==> src/rtl/mult_ctrl.sv <==
`default_nettype none
// +-----------------------------------------------------------------------+
// | mult_ctrl: shift-add sequencer for an external 4x4 product register.  |
// | Optional start_err output under MULT_CTRL_START_ERR_EN. Rev 1.0       |
// +-----------------------------------------------------------------------+
module mult_ctrl (
  input  logic       clk,
  input  logic       clr,
  input  logic       start,
  input  logic [3:0] mplr,
  input  logic [3:0] mcand,
  input  logic [3:0] acc_hi,
  output logic       ldp,
  output logic       shp,
  output logic [3:0] p_in,
  output logic       c_in,
  output logic       busy,
  output logic       done
`ifdef MULT_CTRL_START_ERR_EN
  ,
  output logic       start_err
`endif
);

  typedef enum logic [2:0] {
    S_IDLE  = 3'd0,
    S_INIT  = 3'd1,
    S_WAIT  = 3'd2,
    S_ADD   = 3'd3,
    S_SHIFT = 3'd4,
    S_DONE  = 3'd5
  } state_t;

  state_t      state_q;
  logic [3:0]  q_q;
  logic [3:0]  m_q;
  logic [1:0]  bcnt_q;
  logic        last_q;
  logic        ldp_q;
  logic        shp_q;
  logic        busy_q;
  logic        done_q;
  logic [4:0]  w_sum;

  always_ff @(posedge clk or posedge clr) begin
    if (clr) begin
      state_q <= S_IDLE;
      q_q     <= 4'd0;
      m_q     <= 4'd0;
      bcnt_q  <= 2'd0;
      last_q  <= 1'b0;
      ldp_q   <= 1'b0;
      shp_q   <= 1'b0;
      busy_q  <= 1'b0;
      done_q  <= 1'b0;
    end else begin
      ldp_q  <= 1'b0;
      shp_q  <= 1'b0;
      done_q <= 1'b0;
      case (state_q)
        S_IDLE: begin
          if (start) begin
            q_q     <= mplr;
            m_q     <= mcand;
            bcnt_q  <= 2'd0;
            last_q  <= 1'b0;
            ldp_q   <= 1'b1;
            busy_q  <= 1'b1;
            state_q <= S_INIT;
          end
        end
        S_INIT: state_q <= S_WAIT;
        S_WAIT: begin
          if (last_q) begin
            done_q  <= 1'b1;
            state_q <= S_DONE;
          end else begin
            ldp_q   <= q_q[0];
            state_q <= S_ADD;
          end
        end
        S_ADD: begin
          shp_q   <= 1'b1;
          state_q <= S_SHIFT;
        end
        S_SHIFT: begin
          q_q     <= q_q >> 1;
          bcnt_q  <= bcnt_q + 2'd1;
          // bcnt wraps to 0 here, so the final pass is remembered separately
          last_q  <= (bcnt_q == 2'd3);
          state_q <= S_WAIT;
        end
        S_DONE: begin
          busy_q  <= 1'b0;
          state_q <= S_IDLE;
        end
        default: begin
          busy_q  <= 1'b0;
          state_q <= S_IDLE;
        end
      endcase
    end
  end

  assign w_sum = {1'b0, acc_hi} + {1'b0, m_q};
  assign p_in  = (state_q == S_ADD) ? w_sum[3:0] : 4'd0;
  assign c_in  = (state_q == S_ADD) ? w_sum[4] : 1'b0;
  assign ldp   = ldp_q;
  assign shp   = shp_q;
  assign busy  = busy_q;
  assign done  = done_q;

`ifdef MULT_CTRL_START_ERR_EN
  logic start_err_q;

  always_ff @(posedge clk or posedge clr) begin
    if (clr) begin
      start_err_q <= 1'b0;
    end else begin
      start_err_q <= start && (state_q != S_IDLE);
    end
  end

  assign start_err = start_err_q;
`endif

endmodule
`default_nettype wire

==> config.mk <==
export PLATFORM = sky130hd
export DESIGN_NAME = mult_ctrl
export DESIGN_NICKNAME = d
export VERILOG_FILES = /design/src/rtl/mult_ctrl.sv
export SDC_FILE = /design/constraint.sdc
export NUM_CORES = 1
export LEC_CHECK = 0
export CAP_MARGIN = 20
export CORE_MARGIN = 4
export CORE_UTILIZATION = 26
export DETAILED_ROUTE_END_ITERATION = 8
export GPL_TIMING_DRIVEN = 0
export RECOVER_POWER = 100
export SLEW_MARGIN = 20
export SYNTH_ARGS = -nofsm -noshare
export SYNTH_HDL_FRONTEND = slang
export SYNTH_SLANG_ARGS = --single-unit
export TNS_END_PERCENT = 50
==> constraint.sdc <==
create_clock -name clk -period 2.8 [get_ports clk]
set_input_delay 0.42 -clock clk [delete_from_list [all_inputs] [get_ports clk]]
set_output_delay 0.42 -clock clk [all_outputs]
set_load 0.02 [all_outputs]
After elaboration in Yosys (flattened, before gate mapping)
Cells that the tools add are included.
{ "word_totals": {"ff_bits": 18, "inputBits": 15, "out_inout_bits": 9, "word_cells": 44} }
{ "op_classes": {"addsub": 2, "eq_ne": 6, "muxes": 19, "bitwise": 1, "n_reduce_logical": 7} }
{ "ops": {"columns": ["cell", "count"], "rows": [
  ["$pmux W3 S4", 1],
  ["$mux W1", 8],
  ["$mux W4", 2],
  ["$pmux W4 S2", 1],
  ["$eq A3 B2 Y1 const B", 2],
  ["$mux W3", 2],
  ["$pmux W1 S2", 3],
  ["$reduce_and A2 Y1", 3],
  ["$add A4 B4 Y5", 1],
  ["$pmux W2 S2", 1],
  ["$reduce_or A4 Y1", 1],
  ["$eq A3 B1 Y1 const B", 1],
  ["$eq A3 B3 Y1 const B", 1],
  ["$logic_not A3 Y1", 1],
  ["$add A2 B1 Y2 const B", 1],
  ["$eq A2 B2 Y1 const B", 1],
  ["$mux W2", 1],
  ["$ne A2 B2 Y1 const B", 1],
  ["$reduce_bool A2 Y1", 1],
  ["$reduce_or A2 Y1", 1],
  ["$not A1 Y1", 1]
]} }

Logic depth before layout (Yosys ltp)
Gate-level depths: netlist of the first run.
{ "depth": {"word_depth": 4, "mapped_depth": 6, "ltp_nobuf": 6} }

Worst setup path after synthesis of the first run
No wires, ideal clock.
{ "synth_path": {"path_type": "input-to-output", "startpoint": "input port acc_hi[0]", "endpoint": "output port p_in[2]", "arrival_ns": 1.559, "required_time_ns": 2.380, "setup_slack_ns": 0.821, "path_stages": 5, "n_path_buf": 0, "path_cell_list": "ha_1 inv_1 fa_1 nor2b_1 nor3_1"} }
{ "synth_between": {"elab_chain_cells": 2} }
{ "synth_lines": {"columns": ["element", "line", "source"], "rows": [
  ["from (decl)", "12", "input logic [3:0] acc_hi,"],
  ["$add A4 B4 Y5", "105", "assign w_sum = {1'b0, acc_hi} + {1'b0, m_q};"],
  ["$mux W4", "106", "assign p_in = (state_q == S_ADD) ? w_sum[3:0] : 4'd0;"],
  ["to (decl)", "15", "output logic [3:0] p_in,"]
]} }
No other way between the ends.

Worst setup path after layout of the first run
{ "layout_path": {"startpoint": "input port acc_hi[0]", "endpoint": "output port p_in[1]"} }
The elaborated chain is that of the path after synthesis.

==> results of run 1 <==
[sequential cells by signal, summed over array words and instances, names as in the netlist]
register / cells
busy: 1
bcnt_q: 2
m_q: 4
last_q: 1
q_q: 4
ldp: 1
state_q: 3
shp: 1
done: 1
[repair_timing]
| action | in CTS | in global routing |
|---|---|---|
| setup buffers | 0 | 0 |
| endpoints found under the setup margin | 2 | 0 |
| resized for setup | 2 | 0 |
[path summary, 6_finish.rpt]
path | to | cells after the start | start | slack [ps]
setup / recovery | p_in[1] | 6 | acc_hi[0] | 100
hold / removal | q_q[1] | 1 | q_q[1] | 500
setup reg to reg | bcnt_q[0] | 4 | state_q[2] | 740
hold reg to reg | q_q[1] | 1 | q_q[1] | 500
max in group asynchronous | last_q | 2 | clr | 1700
min in group asynchronous | ldp | 2 | clr | 660
[metrics by stage]
stage	worst slack [ps]	instances	cell area, um2	utilization (%)
floorplan	821	81	907	-
global placement	-104	150	1190	35.5
detailed placement	-125	150	1190	35.5
CTS	101	154	1230	36.5
global route	15.1	154	1220	36.2
finish	95.8	154	1220	36.2
[area by class of cell]
cell class | instances | area, um2 | area share (%)
Sequential cell | 18 | 450 | 37.0
Multi-Input combinational cell | 51 | 394 | 32.4
Timing Repair Buffer | 23 | 228 | 18.7
Tap cell | 46 | 57.6 | 4.73
Clock buffer | 4 | 36.3 | 2.98
Inverter | 9 | 33.8 | 2.78
Buffer | 3 | 16.3 | 1.34
[worst max-delay path: cells and delay by family]
family / cells / cell delay (ps)
fa+ha+maj: 2 / 590
buf+inv: 3 / 1140
simple gates: 1 / 130
[layer usage]
metal | part of all wire [%] | up-vias | global-route usage [%]
met5 | 0 | - | 0
li1 | - | 338 | -
met3 | 3.5 | 4 | 2.19
met1 | 46 | 347 | 10.7
met2 | 48 | 15 | 14.7
met4 | 2.4 | 0 | 5.32
[power breakdown]
group	switching [uW]	internal (uW)	total, uW	leakage [uW]
logic	281	244	525	0.000336
clock network	78.0	79.2	157	0.0000210
registers	51.7	365	416	0.000227
total	410	688	1100	0.000584
[placed cells by master, fill, tap and decap left out, types with 2 or more instances in the layout]
cell	count
dlygate4sd3_1	8
nor2b_1	2
ha_1	5
nor3_1	4
dfrtp_1	18
a22o_1	6
nor2_1	3
clkbuf_4	3
inv_1	9
dlygate4sd2_1	2
nand3_1	2
a21oi_1	4
mux2_2	4
clkdlybuf4s50_1	13
a21o_1	3
o21ai_0	3
nand2_1	4
[Yosys cell counts, types with 2 or more instances]
| master | count | area [um2] |
|---|---|---|
| mux2_2 | 4 | 45.0 |
| nor3_1 | 4 | 20.0 |
| nand2_1 | 4 | 15.0 |
| nor2b_1 | 2 | 12.5 |
| nand3_1 | 2 | 10.0 |
| inv_1 | 9 | 33.8 |
| buf_2 | 2 | 10.0 |
| a21o_1 | 3 | 22.5 |
| ha_1 | 5 | 62.6 |
| nor2_1 | 2 | 7.51 |
| o21ai_0 | 3 | 15.0 |
| dfrtp_1 | 18 | 450 |
| a21oi_1 | 4 | 20.0 |
| a22o_1 | 6 | 52.6 |
[cell families (layout without fill, tap and decap cells)]
kind of cell	after synthesis	in the layout
flops	18	18
compound gates	19	19
buf+inv	12	39
mux	4	4
simple gates	22	22
fa+ha+maj	6	6
==> flow_metrics.tcl, run 1 <==
set metrics [dict create \
    slew_viol_final 0 \
    p_total_uw 1100 \
    synth-seq-area-share_pct 49.7 \
    synth_flop_cell "dfrtp_1" \
    synth_top_family_by_area "simple AND/OR/NAND/NOR gates" \
    cts_root_buf "clkbuf_4" \
    drt_wl_total_mm 1.81 \
    die_w_um 67.1 \
    dieArea_um2 4500 \
    setup_viol 0 \
    grt-ovfl-total 0 \
    p_per_area_nw_per_um2 903 \
    core_region_area_um2 3360 \
    viasPerCell 4.57 \
    antennaDiodeCount 0 \
    crit_top_cell "clkdlybuf4s50_1" \
    synthMuxAreaShare_pct 4.97 \
    cp_slowest_stage_delay_ps 620 \
    syn2layout_area_growth_pct 34.1 \
    io_buffer_count 23 \
    dp_hpwl_mm 1.42 \
    avgSynthCellArea_um2 11.2 \
    ir_worst_vdd_mv 0.340 \
    synth_edf_count 0 \
    p_leak_uw 0.000584 \
    ant_nets 0 \
    grt_antenna_before_repair 0 \
    drive_above_1_share_pct 12.0 \
    worstSetupEndpointType "output pin" \
    synth_compound_area_share_pct 15.0 \
    drc 0 \
    status "finished clean" \
    rsz0062_at_grt "no" \
    synthAdderAreaFrac_pct 9.10 \
    grt_pass1_vias 685 \
    ys_warn_count 0 \
    cts_buffers 3 \
    cts_tree "done" \
    fin_setup_tns_ps 0 \
    grt_use_total_pct 9.05 \
    die_y_um 67.1 \
    htree_levels 1 \
    tightest_slew_ps 859 \
    drt-initial-drc-count 8 \
    cts_buffer_depth 2 \
    min_path_type "register to register" \
    rows 21 \
    place_congestion 0.733 \
    fin_crit_sh_pct 96.6 \
    drv_cap 0 \
    clkTransAtPathRegs_ps 100 \
    clk_latency_ps 290 \
    vias 704 \
    cts_hold_buf 0 \
    synth_nets 102 \
    syn_inst 81 \
    grt_pass1_wl_mm 2.97 \
    nFillCells 364 \
    synth_area_um2 907 \
    start_util_pct 27.0 \
    path_cells "clkdlybuf4s50_1, ha_1, inv_1, fa_1, nor2_1, clkdlybuf4s50_1" \
    crit_type "input port to output pin" \
    whs_ps 496 \
    arrival_ps 2280 \
    wl_per_cell_um 11.8 \
    crit_required_ps 2380 \
    synth_xor_area_share_pct 0 \
    yosys.area_share.simple_pct 15.6 \
    nets 130 \
    io_pins 24 \
    skew_ps 4.29 \
    max_freq_ghz 0.370 \
    post-route-min-period_ps 2700 \
    ys_types 27 \
    grt_max_degree 19 \
    worstPathMaxFanout 2 \
    crit_slowest_cell "clkdlybuf4s50_1" \
    maxSlewHeadroom_pct 42.6 \
    dr.pass1.iters 4 \
    synth.ff_latch_count 18 \
    startpoint_type "input port" \
    async_flop_share_pct 100 \
    hold_viol_final 0 \
    cts_sinks 18 \
]
(Power assumes the default switching activity.)
==> run 2, diff against run 1 <==
clock period = 3.1 ns   (was 2.8 ns; I/O delays follow)
==> run 2 against run 1 <==
Clock power shrank 9%. Die area did not move. Largest power group unchanged. Sequential power decreased by 9.6%. Final cell count stayed put. Sequential cell count unchanged. Largest cell class unchanged. Highest routed layer unchanged. Via count did not move. Cell area is 0.62% lower. Worst hold slack gained 5.3 ps. Core utilization down 0.22 points. First-iteration DRC count stayed put. Critical endpoint is now p_in[2]. The run now ends with capacitance limit, slew limit left. Register-to-register slack got worse by 240 ps. Critical path type unchanged.
==> flow_metrics.tcl, run 2 (same netlist as run 1, synthesis figures left out) <==
set metrics [dict create \
    drv_cap 1 \
    startpoint_type "input port" \
    die_w_um 67.1 \
    viasPerCell 4.57 \
    drc 0 \
    wl_per_cell_um 11.8 \
    p_leak_uw 0.000576 \
    io_pins 24 \
    dieArea_um2 4500 \
    fin_setup_tns_ps 0 \
    status "finished, violations left" \
    start_util_pct 27.0 \
    setup_viol 0 \
    worst_slack_ps 154 \
    cts_sinks 18 \
    die_y_um 67.1 \
    crit_type "input port to output pin" \
    worstPathMaxFanout 2 \
    critical_path_buf_inv_count 3 \
    cts_root_buf "clkbuf_4" \
    ant_nets 0 \
    io_buffer_count 23 \
    final_cell_mix "dfrtp_1, clkdlybuf4s50_1, inv_1, dlygate4sd3_1, a22o_1" \
    crit_top_cell "clkdlybuf4s50_1" \
    cts_buffers 3 \
    skew_ps 5.36 \
    grt_max_degree 19 \
    worstSetupEndpointType "output pin" \
    design_area_um2 1210 \
    grt_antenna_before_repair 0 \
    syn2layout_area_growth_pct 33.2 \
    core_region_area_um2 3360 \
    p_per_area_nw_per_um2 818 \
    ir_worst_vdd_mv 0.300 \
    r2r_cells 4 \
    clk_latency_ps 290 \
    cp.depth 7 \
    drive_above_1_share_pct 11.1 \
    crit_slowest_cell "clkdlybuf4s50_1" \
    cts_hold_buf 0 \
    dp_hpwl_mm 1.42 \
    worstHoldPathCells 1 \
    grt_pass1_vias 685 \
    min_path_type "register to register" \
    seqCellArea_um2 450 \
    nFillCells 362 \
    final_common_cell "dfrtp_1" \
    placed_cell_area_um2 1190 \
    cp_slowest_stage_delay_ps 660 \
    max_freq_ghz 0.339 \
    tightest_slew_ps 1620 \
    crit_required_ps 2630 \
    hold_viol_final 0 \
    top_regs "m_q x4, q_q x4, state_q x3" \
    clkTransAtPathRegs_ps 100 \
    grt_use_total_pct 9.05 \
    crit_family "buffers and inverters" \
    path_cells "clkdlybuf4s50_1, ha_1, inv_1, fa_1, nor2b_1, nor3_1, clkdlybuf4s50_1" \
    cts_buffer_depth 2 \
    fin_crit_sh_pct 95.0 \
    maxSlewHeadroom_pct -9.35 \
    slew_viol_final 11 \
    rows 21 \
    violations "capacitance limit, slew limit" \
    grt-ovfl-total 0 \
    nets 130 \
    vias 704 \
    drt-initial-drc-count 8 \
    cts_tree "done" \
    pre_cts_ws_ps 85.2 \
    antennaDiodeCount 0 \
    arrival_ps 2480 \
    grt_pass1_wl_mm 2.97 \
    dr.pass1.iters 4 \
    multi_input_area_um2 390 \
    post-route-min-period_ps 2950 \
    htree_levels 1 \
    place_congestion 0.733 \
    rsz0062_at_grt "no" \
    drt_wl_total_mm 1.81 \
]
run 2: cell types whose count changed in the layout (fill, tap and decap cells not counted):
cell | previous run | this run
clkbuf_1 | 1 | 2
dlygate4sd2_1 | 2 | 0
dlygate4sd3_1 | 8 | 9
mux2_1 | 0 | 1
mux2_2 | 4 | 3
nor2_1 | 3 | 2
nor2_2 | 0 | 1
nor4b_1 | 0 | 1
nor4b_2 | 1 | 0
run 2: final cells by class:
type	count	area share, %
flip-flops and latches	18	37.3
multi-input cells	51	32.3
repair buffers	23	18.5
well taps	46	4.76
clock buffers	4	3.00
inverters	9	2.80
plain buffers	3	1.35
run 2: metal layers:
layer / track usage [%] / part of all wire [%] / routed length, um
met1: 10.7 / 45 / 820
met2: 14.7 / 49 / 880
met3: 2.19 / 3.8 / 68
met4: 5.32 / 2.4 / 43
met5: 0 / 0 / 0
run 2: path summary, 6_finish.rpt:
check	start	endpoint	slack (ps)
setup / recovery	acc_hi[0]	p_in[2]	150
hold / removal	q_q[1]	q_q[1]	500
setup reg to reg	state_q[1]	bcnt_q[0]	500
hold reg to reg	q_q[1]	q_q[1]	500
max in group asynchronous	clr	last_q	1960
min in group asynchronous	clr	ldp	700
run 2: through the flow:
step,hold WS [ps],power (uW),std cells,util [%]
2_1_floorplan,404,728,81,-
3_3_place_gp,460,866,150,35.5
3_5_place_dp,474,888,150,35.5
4_1_cts,497,1030,154,36.6
5_1_grt,526,1070,154,35.9
6_report,501,988,154,35.9
run 2: worst reg2reg max path, delay by kind of cell, from the launching register on:
kind | cells | cell delay, ps
buffers and inverters | 1 | 200
flip-flops | 1 | 370
multiplexers | 1 | 360
AND/OR/NAND/NOR | 2 | 1560
run 2: repair_timing:
action | in CTS | in global routing
gates resized for setup | 0 | 1
endpoints found under the setup margin | 0 | 1
setup buffers | 0 | 0
endpoints found under the hold margin | 0 | 0
run 2: power breakdown:
group	internal (uW)	total, uW	switching [uW]	leakage, uW
Combinational	217	469	252	0.000328
Sequential	329	376	46.6	0.000227
Clock	71.6	143	71.8	0.0000210
Total	618	988	370	0.000576
==> run 3, diff against run 2 <==
CAP_MARGIN = not set   (was 20)
REMOVE_ABC_BUFFERS = 1   (was not set)
==> run 3 against run 2 <==
The flow now finishes without violations. Total power is 1.8% lower. Final cell count decreased by 1.9%. Critical path type unchanged. Die area stayed put. Largest cell class unchanged. Fmax down 0.82%. Sequential cell count did not move.
==> flow_metrics.tcl, run 3 (same netlist as run 1, synthesis figures left out) <==
set metrics [dict create \
    drc 0 \
    place_congestion 0.726 \
    maxSlewHeadroom_pct 40.8 \
    ant_nets 0 \
    top_regs "m_q x4, q_q x4, state_q x3" \
    start_util_pct 27.0 \
    cts_tree "done" \
    nets 127 \
    drive_above_1_share_pct 10.5 \
    wl_met3_um 69 \
    p_per_area_nw_per_um2 811 \
    slew_viol_final 0 \
    post-route-min-period_ps 2970 \
    fin_setup_tns_ps 0 \
    cts_buffers 3 \
    wl_met2_um 805 \
    ir_worst_vdd_mv 0.299 \
    crit_family "buffers and inverters" \
    crit_type "input port to output pin" \
    setup_viol 0 \
    core_region_area_um2 3360 \
    grt-ovfl-total 0 \
    critical_path_buf_inv_count 3 \
    drv_cap 0 \
    grt_use_total_pct 9.01 \
    routed.top_layer "met4" \
    drt_wl_total_mm 1.73 \
    worstReg2RegStart "state_q[0]" \
    hold_start "q_q[0]" \
    viasPerCell 4.46 \
    arrival_ps 2510 \
    vias 674 \
    wl_met1_um 810 \
    r2r_cells 3 \
    drt-initial-drc-count 13 \
    antennaDiodeCount 0 \
    io_buffer_count 23 \
    dieArea_um2 4500 \
    skew_ps 3.02 \
    p_total_uw 971 \
    clkTransAtPathRegs_ps 100 \
    tightest_slew_ps 886 \
    die_y_um 67.1 \
    clk_latency_ps 300 \
    syn2layout_area_growth_pct 31.9 \
    crit_slowest_cell "dlygate4sd3_1" \
    max_freq_ghz 0.337 \
    startpoint_type "input port" \
    hold_viol_final 0 \
    grt_pass1_wl_mm 3.01 \
    rsz0062_at_grt "no" \
    status "finished clean" \
    post-cts-setup-buffers 0 \
    final_common_cell "dfrtp_1" \
    path_cells "clkdlybuf4s50_1, ha_1, inv_1, fa_1, nor2b_1, nor3_1, dlygate4sd3_1" \
    io_pins 24 \
    grt_max_degree 19 \
    wl_per_cell_um 11.4 \
    cts_sinks 18 \
    crit_required_ps 2630 \
    final_cell_mix "dfrtp_1, clkdlybuf4s50_1, dlygate4sd3_1" \
    rows 21 \
    min_delay_worst_endpoint "q_q[0]" \
    rr_endpoint "bcnt_q[0]" \
    worstSetupEndpointType "output pin" \
    grt_antenna_before_repair 0 \
    worstPathMaxFanout 2 \
    cp_slowest_stage_delay_ps 700 \
    r2r_slack_ps 1030 \
    cts_root_buf "clkbuf_4" \
    worstHoldPathCells 1 \
    dp_hpwl_mm 1.34 \
    p_leak_uw 0.000568 \
    cts_buffer_depth 2 \
    fin_crit_sh_pct 95.8 \
    die_w_um 67.1 \
    grt_pass1_vias 690 \
    cts_hold_buf 0 \
    dr.pass1.iters 4 \
    htree_levels 1 \
    min_path_type "register to register" \
]
run 3: cell count changes in the layout (fill, tap and decap cells not counted), sizes merged:
cell           previous run  this run
clkbuf                    6         5
clkdlybuf4s50            13        12
buf                       2         0
dlygate4sd3               9        10
run 3: how the worst max path moves through the flow:
| stage | from | end | depth (start not counted) |
|---|---|---|---|
| floorplan | acc_hi[0] | p_in[2] | 5 |
| global route | acc_hi[0] | p_in[2] | 7 |
| global placement | acc_hi[0] | c_in | 8 |
| finish | acc_hi[0] | p_in[2] | 7 |
| detailed placement | acc_hi[0] | c_in | 8 |
| CTS | acc_hi[0] | c_in | 8 |
run 3: repair_timing:
action / CTS / global route
gates resized for setup: 0 / 1
endpoints found under the hold margin: 0 / 0
endpoints found under the setup margin: 0 / 1
run 3: stage by stage:
stage	utilization [%]	cell area, um2	hold WS (ps)	cells	setup WS (ps)
4_1_cts	36.1	1210	493	151	80.2
2_1_floorplan	-	890	404	78	1030
3_5_place_dp	35.0	1180	467	147	80.2
6_report	35.6	1200	486	151	130
3_3_place_gp	35.0	1180	460	147	109
5_1_grt	35.6	1200	506	151	68.2
run 3: area by class of cell:
type	instances	area, um2
Sequential cell	18	450
Multi-Input combinational cell	51	394
Clock buffer	4	36.3
Tap cell	46	57.6
Fill cell	365	2170
Inverter	9	33.8
Timing Repair Buffer	23	224
run 3: power by group:
group	total, uW	internal, uW	switching [uW]
registers	416	329	86.6
clock network	145	71.7	73.8
logic	409	205	204
total	971	606	364
run 3: per-layer routing:
metal  vias up  GRT usage [%]
met5         -              0
met4         0           4.56
met3         5           2.70
met2        14           14.5
met1       321           10.8
li1        334              -
run 3: worst reg2reg max path, cell delays in order, from the launching register on:
cell and delay (ps):
dfrtp_1 500, nor4b_2 840, nor2_1 290, mux2_2 340
